[src/rtl/boton_pkg.sv]
// Shared types for the button event arbiter.
//   press_state_e : per-button press FSM encoding (IDLE / PRESS / HELD)
//   EV_SHORT/EV_LONG : values carried on ev_long
package boton_pkg;

  typedef enum logic [1:0] {
    ST_IDLE  = 2'd0,
    ST_PRESS = 2'd1,
    ST_HELD  = 2'd2
  } press_state_e;

  localparam logic EV_SHORT = 1'b0;
  localparam logic EV_LONG  = 1'b1;

endpackage : boton_pkg

[src/rtl/boton_press_fsm.sv]
// Per-button press classifier: turns one debounced level into a single
// SHORT or LONG event pulse per press.
// Ports:
//   clk          system clock, posedge
//   reset        synchronous active-low reset
//   btn          debounced level, 1 = pressed
//   emit_c       combinational pulse: an event is produced at this edge
//   emit_long_c  combinational: kind of the event (EV_LONG / EV_SHORT)
module boton_press_fsm
  import boton_pkg::*;
#(
  parameter int unsigned COUNT_LONG = 50_000_000
) (
  input  logic clk,
  input  logic reset,
  input  logic btn,
  output logic emit_c,
  output logic emit_long_c
);

  localparam int unsigned CW = $clog2(COUNT_LONG + 1);
  localparam logic [CW-1:0] CNT_LONG = CW'(COUNT_LONG);

  press_state_e  state_q, state_d;
  logic [CW-1:0] cnt_q, cnt_d;

  // State and hold counter registers
  always_ff @(posedge clk) begin
    if (!reset) begin
      state_q <= ST_IDLE;
      cnt_q   <= '0;
    end else begin
      state_q <= state_d;
      cnt_q   <= cnt_d;
    end
  end

  // Next state; the event pulse is combinational so the pending slot
  // captures it on the same edge that sampled the release / N-th high cycle.
  always_comb begin
    state_d     = state_q;
    cnt_d       = cnt_q;
    emit_c      = 1'b0;
    emit_long_c = EV_SHORT;
    unique case (state_q)
      ST_IDLE: begin
        if (btn) begin
          cnt_d = CW'(1);
          // Degenerate COUNT_LONG==1: first high cycle is already LONG
          if (CNT_LONG == CW'(1)) begin
            emit_c      = 1'b1;
            emit_long_c = EV_LONG;
            state_d     = ST_HELD;
          end else begin
            state_d = ST_PRESS;
          end
        end
      end
      ST_PRESS: begin
        if (btn) begin
          // Saturating increment
          if (cnt_q != CNT_LONG) begin
            cnt_d = cnt_q + CW'(1);
          end
          if (cnt_d == CNT_LONG) begin
            emit_c      = 1'b1;
            emit_long_c = EV_LONG;
            state_d     = ST_HELD;
          end
        end else begin
          emit_c      = 1'b1;
          emit_long_c = EV_SHORT;
          state_d     = ST_IDLE;
          cnt_d       = '0;
        end
      end
      ST_HELD: begin
        if (!btn) begin
          state_d = ST_IDLE;
          cnt_d   = '0;
        end
      end
      default: begin
        state_d = ST_IDLE;
        cnt_d   = '0;
      end
    endcase
  end

endmodule : boton_press_fsm

[src/rtl/boton_event_arbiter.sv]
// Button event arbiter: classifies each button's presses into SHORT/LONG
// events, holds at most one pending event per button, and presents them
// one at a time, round-robin, over a valid/ready handshake.
// Ports:
//   clk          system clock, posedge
//   reset        synchronous active-low reset
//   btn_in       debounced button levels, 1 = pressed
//   ev_valid     event available on ev_id / ev_long
//   ev_ready     consumer accepts when ev_valid && ev_ready
//   ev_id        index of the button that produced the event
//   ev_long      1 = LONG press, 0 = SHORT press
//   ev_overflow  sticky: an event was dropped (cleared only by reset)
module boton_event_arbiter
  import boton_pkg::*;
#(
  parameter int unsigned N_BOT      = 4,
  parameter int unsigned COUNT_LONG = 50_000_000
) (
  input  logic                     clk,
  input  logic                     reset,
  input  logic [N_BOT-1:0]         btn_in,
  output logic                     ev_valid,
  input  logic                     ev_ready,
  output logic [$clog2(N_BOT)-1:0] ev_id,
  output logic                     ev_long,
  output logic                     ev_overflow
);

  localparam int unsigned IW = $clog2(N_BOT);

  logic [N_BOT-1:0] emit_c;
  logic [N_BOT-1:0] emit_long_c;

  logic [N_BOT-1:0] pend_q, pend_d;
  logic [N_BOT-1:0] pend_long_q, pend_long_d;
  logic [IW-1:0]    rr_q, rr_d;
  logic             ev_valid_q, ev_valid_d;
  logic [IW-1:0]    ev_id_q, ev_id_d;
  logic             ev_long_q, ev_long_d;
  logic             ev_overflow_q, ev_overflow_d;

  logic             grant_vld_c;
  logic [IW-1:0]    grant_id_c;
  logic [IW:0]      rot_idx_c;
  logic             out_free_c;
  logic             take_c;

  // One press classifier per button
  for (genvar g = 0; g < N_BOT; g++) begin : g_btn
    boton_press_fsm #(
      .COUNT_LONG (COUNT_LONG)
    ) u_press_fsm (
      .clk         (clk),
      .reset       (reset),
      .btn         (btn_in[g]),
      .emit_c      (emit_c[g]),
      .emit_long_c (emit_long_c[g])
    );
  end

  // Round-robin search: first pending slot at or after rr_q, wrapping
  always_comb begin
    grant_vld_c = 1'b0;
    grant_id_c  = '0;
    rot_idx_c   = '0;
    for (int unsigned k = 0; k < N_BOT; k++) begin
      rot_idx_c = {1'b0, rr_q} + (IW+1)'(k);
      if (rot_idx_c >= (IW+1)'(N_BOT)) begin
        rot_idx_c = rot_idx_c - (IW+1)'(N_BOT);
      end
      if (!grant_vld_c && pend_q[rot_idx_c[IW-1:0]]) begin
        grant_vld_c = 1'b1;
        grant_id_c  = rot_idx_c[IW-1:0];
      end
    end
  end

  // Output register, pointer and pending-slot update
  always_comb begin
    pend_d        = pend_q;
    pend_long_d   = pend_long_q;
    rr_d          = rr_q;
    ev_valid_d    = ev_valid_q;
    ev_id_d       = ev_id_q;
    ev_long_d     = ev_long_q;
    ev_overflow_d = ev_overflow_q;

    // Output register can accept a new event if empty or being drained now
    out_free_c = !ev_valid_q || ev_ready;
    take_c     = out_free_c && grant_vld_c;

    if (out_free_c) begin
      ev_valid_d = grant_vld_c;
      if (grant_vld_c) begin
        ev_id_d   = grant_id_c;
        ev_long_d = pend_long_q[grant_id_c];
        rr_d      = (grant_id_c == IW'(N_BOT - 1)) ? '0 : grant_id_c + IW'(1);
      end
    end

    // A slot vacated by this cycle's grant may take a new event without loss
    for (int unsigned i = 0; i < N_BOT; i++) begin
      if (emit_c[i]) begin
        if (!pend_q[i] || (take_c && (grant_id_c == IW'(i)))) begin
          pend_d[i]      = 1'b1;
          pend_long_d[i] = emit_long_c[i];
        end else begin
          ev_overflow_d = 1'b1;
        end
      end else if (take_c && (grant_id_c == IW'(i))) begin
        pend_d[i] = 1'b0;
      end
    end
  end

  always_ff @(posedge clk) begin
    if (!reset) begin
      pend_q        <= '0;
      pend_long_q   <= '0;
      rr_q          <= '0;
      ev_valid_q    <= 1'b0;
      ev_id_q       <= '0;
      ev_long_q     <= 1'b0;
      ev_overflow_q <= 1'b0;
    end else begin
      pend_q        <= pend_d;
      pend_long_q   <= pend_long_d;
      rr_q          <= rr_d;
      ev_valid_q    <= ev_valid_d;
      ev_id_q       <= ev_id_d;
      ev_long_q     <= ev_long_d;
      ev_overflow_q <= ev_overflow_d;
    end
  end

  assign ev_valid    = ev_valid_q;
  assign ev_id       = ev_id_q;
  assign ev_long     = ev_long_q;
  assign ev_overflow = ev_overflow_q;

endmodule : boton_event_arbiter

[config.mk]
export PLATFORM = sky130hd
export DESIGN_NAME = boton_event_arbiter
export DESIGN_NICKNAME = d
export VERILOG_FILES = /design/src/rtl/boton_pkg.sv /design/src/rtl/boton_press_fsm.sv /design/src/rtl/boton_event_arbiter.sv
export SDC_FILE = /design/constraint.sdc
export NUM_CORES = 1
export LEC_CHECK = 0
export CORE_MARGIN = 5
export CORE_UTILIZATION = 40
export CTS_BUF_LIST = sky130_fd_sc_hd__clkbuf_8
export CTS_CLUSTER_SIZE = 14
export DETAILED_ROUTE_END_ITERATION = 10
export GPL_TIMING_DRIVEN = 0
export PLACE_DENSITY_LB_ADDON = 0.05
export SYNTH_ARGS = -nofsm -noshare
export SYNTH_HDL_FRONTEND = slang
export SYNTH_SLANG_ARGS = --single-unit
[constraint.sdc]
create_clock -name clk -period 3.8 [get_ports clk]
set_clock_uncertainty 0.1 [all_clocks]
set_input_delay 0.76 -clock clk [delete_from_list [all_inputs] [get_ports clk]]
set_output_delay 0.76 -clock clk [all_outputs]
set_load 0.02 [all_outputs]
==> key figures <==
Outcome
  • Outcome: complete, no violations

STA
  • Setup TNS: 0 ns
  • Fin crit share: 0.907
  • Slew at the pin with the worst max-slew slack: 1.07 ns
  • Final setup fails: 0
  • Slew headroom: 0.286
  • Count of final hold-check violations: 0
  • Minimum clock period: 3.44 ns
  • RSZ-0062 raised after global routing: no
  • Fmax: 0.290 GHz
  • Final slew viol count: 0

Power and ir drop
  • P per Cell Area: 308 nW/um^2
  • Flop pwr share: 0.475
  • Comb power frac: 0.089
  • Clock power share: 0.436
  • Maximum VDD drop: 0.195 mV
  • Pint: 0.00207 W
  • Switching Share: 0.280
  • NetSw: 0.000804 W
  • Leak pwr: 3.14 nW

Critical path
  • Critical Path RT: 4.08 ns
  • R2R Path Start: g_btn[2].u_press_fsm.cnt_q[1]
  • WP data arrival: 3.72 ns
  • Critical path class: reg2reg
  • CP Capture Type: register
  • CP Launch Point: g_btn[2].u_press_fsm.cnt_q[1]
  • Startpoint Class: register
  • Worst-path maximum fanout: 10

Layout
  • Diode count: 0
  • Layout cells sized above 1: 0.0646
  • Final Cell Area: 9330 um^2
  • Layout net count: 1213
  • Fillcell total: 2249
  • P&R area growth vs syn: 9.94%

Die
  • Initial core utilization: 0.405
  • Core Rows: 53
  • Die Wd: 156 um
  • Full die area: 24200 um^2
  • Core area: 21000 um^2
  • Io pins: 12
  • Chip Height: 156 um

Min path
  • Worst Hold Launch: pend_long_q[0]
  • Hold Path Class: reg2reg

Yosys
  • Post-Syn Area: 8490 um^2
  • Async set-reset flop share out of synthesis: 0
  • Post-Synthesis Cells: 1166
  • Syn nets: 1185
  • Post-synth EDFFs: 0
  • Cell variety after synth: 81
  • Sequential share of the synthesized area: 0.300
  • Number of synthesized register bits: 127
  • Avg Inst Size Synth: 7.28 um^2
  • Most used DFF post-synth: dfxtp_1
  • Synth Warn #: 0

Detailed routing
  • Initial DRC count: 535
  • Vias: 8652
  • DRC: 0
  • Mean number of vias per cell: 5.84
  • Final ANT Viol Nets: 0
  • Drt wl/cell: 17.5 um
  • Final wirelength: 26000 um
  • Router iterations before antenna repair: 5

Global routing
  • Tot GR Track Use: 0.214
  • Largest net degree at the start of global routing: 17
  • First-pass GRT wire length: 42600 um
  • Number of global-route vias before repair: 7963
  • Initial antenna violation count: 0
  • GRT overflow: 0

Clocking
  • Root Driver: clkbuf_8
  • # hold bufs at CTS: 0
  • Max H-tree Level: 4
  • Postcts setup bufs: 0
  • Clk sinks: 127
  • Clock latency on the worst-skew pair: 0.45 ns
  • Clock-pin slew on the worst setup and hold paths: 0.08 ns
  • CTS Buf Count: 17
  • Worst-case clock buffer depth: 2
  • CTS tree: built

Placed design
  • Port Buffers: 9
  • Placed Area: 8920 um^2
  • GP Congestion: 0.857
  • HPWL reported at the end of detailed placement: 18400 um

Job
  • Max-cap violations: 0
per-stage QoR:
stage / setup WS [ns] / hold slack, ns / std cells / power [W] / util
6_report: 0.355 / 0.374 / 1482 / 0.00287 / 0.445
5_1_grt: 0.0755 / 0.417 / 1482 / 0.00301 / 0.445
4_1_cts: 0.210 / 0.380 / 1482 / 0.00291 / 0.445
3_5_place_dp: 0.254 / 0.359 / 1450 / 0.00165 / 0.426
3_3_place_gp: 0.211 / 0.352 / 1450 / 0.00165 / 0.426
2_1_floorplan: 0.927 / 0.333 / 1166 / 0.00156 / -
logic make-up after synthesis:
| kind of cell | after synthesis | synth area share |
|---|---|---|
| buffers and inverters | 117 | 0.0575 |
| adders and majority gates | 12 | 0.0177 |
| AOI/OAI and AO/OA | 316 | 0.225 |
| and+or+nand+nor | 544 | 0.345 |
| DFF | 127 | 0.300 |
| xor gates and xnor gates | 38 | 0.0401 |
| muxes | 12 | 0.0143 |
power by group through the flow:
stage	combinational (W)	sequential (W)	clock [W]
finish	0.000257	0.00136	0.00125
global route	0.000285	0.00137	0.00135
CTS	0.000257	0.00136	0.00129
detailed placement	0.000255	0.00139	0
global placement	0.000255	0.00139	0
floorplan	0.000164	0.00139	0
synthesized netlist by cell type, drive strengths merged (3+ instances only):
| cell type | number | area [um^2] |
|---|---|---|
| a211oi | 13 | 97.6 |
| a21boi | 4 | 30.0 |
| a21o | 10 | 77.6 |
| a21oi | 127 | 636 |
| a22oi | 6 | 45.0 |
| a311oi | 13 | 114 |
| a31oi | 21 | 131 |
| a32oi | 3 | 26.3 |
| a41oi | 5 | 43.8 |
| and2 | 11 | 68.8 |
| and3 | 28 | 176 |
| and4 | 11 | 97.6 |
| buf | 16 | 108 |
| clkbuf | 72 | 272 |
| dfxtp | 127 | 2540 |
| ha | 12 | 150 |
| inv | 28 | 105 |
| mux2i | 11 | 110 |
| nand2 | 95 | 364 |
| nand2b | 11 | 68.8 |
| nand3 | 51 | 260 |
| nand3b | 10 | 75.1 |
| nand4 | 34 | 225 |
| nand4b | 9 | 78.8 |
| nor2 | 133 | 499 |
| nor2b | 12 | 75.1 |
| nor3 | 53 | 270 |
| nor3b | 7 | 52.6 |
| nor4 | 30 | 239 |
| nor4b | 3 | 32.5 |
| o2111ai | 3 | 26.3 |
| o211a | 4 | 40.0 |
| o21a | 6 | 45.0 |
| o21ai | 77 | 385 |
| o21bai | 3 | 22.5 |
| o22ai | 4 | 25.0 |
| or2 | 4 | 25.0 |
| or3 | 18 | 114 |
| or4 | 15 | 119 |
| xnor2 | 21 | 184 |
| xor2 | 17 | 156 |
state kept, by name (all words and copies together), names as in the netlist:
name and count:
g_btn.u_press_fsm.cnt_q 104, g_btn.u_press_fsm.state_q 8, pend_long_q 4, pend_q 4, ev_id 2, rr_q 2
ev_long 1, ev_overflow 1, ev_valid 1
layout make-up:
cell class / count / area (um^2) / share of cell area
Clock inverter: 15 / 169 / 0.0181
Multi-Input combinational cell: 922 / 5460 / 0.585
Sequential cell: 127 / 2540 / 0.272
Tap cell: 275 / 344 / 0.0369
Inverter: 29 / 109 / 0.0117
Clock buffer: 17 / 234 / 0.0251
Timing Repair Buffer: 9 / 90.1 / 0.00966
Buffer: 88 / 379 / 0.0406
final timing paths:
kind	slack, ns	to	depth (start not counted)
min	0.37	pend_long_q[0]	1
max reg2reg	0.36	g_btn[2].u_press_fsm.state_q[1]	9
min reg2reg	0.37	pend_long_q[0]	1
max	0.36	g_btn[2].u_press_fsm.state_q[1]	9
what timing repair did:
item	in CTS	in global routing
endpoints found under the setup margin	0	2
endpoints found under the hold margin	0	0
gates resized for setup	0	1
cell usage in the layout (no fill, tap or decap), types with 6 or more instances in the layout:
master	instances
dfxtp_1	127
nand3b_1	10
o21ai_0	77
o21a_1	6
and3_1	27
a21oi_1	127
nand3_1	50
clkdlybuf4s50_1	9
xnor2_1	21
ha_1	12
and2_1	10
a21o_1	8
clkinv_2	6
or4_1	12
nor2b_1	12
nand4b_1	9
and4_1	10
nand4_1	32
a31oi_1	21
mux2i_1	11
nor3b_1	7
a311oi_1	13
nand2b_1	11
nand2_1	94
nor2_1	133
buf_2	11
nor4_1	25
clkbuf_1	71
inv_1	28
xor2_1	16
or3_1	17
clkbuf_8	17
a211oi_1	13
a22oi_1	6
nor3_1	52
per-layer routing:
| layer | part of all wire | GRT usage |
|---|---|---|
| met4 | 0.012 | 0.0504 |
| met1 | 0.50 | 0.301 |
| met3 | 0.036 | 0.0336 |
| met2 | 0.45 | 0.347 |
| met5 | 0 | 0 |
critical path, cell delays in order, from the launching register on:
cell      delay, ns
dfxtp_1        0.48
ha_1           0.35
nand4_1        0.19
nor4_4         0.48
nand3_1        0.21
mux2_1         0.35
nor4_1         0.37
nand4b_1       0.33
or3_1          0.39
a21oi_1        0.14
Note: power is estimated with default switching activity, not from simulation.
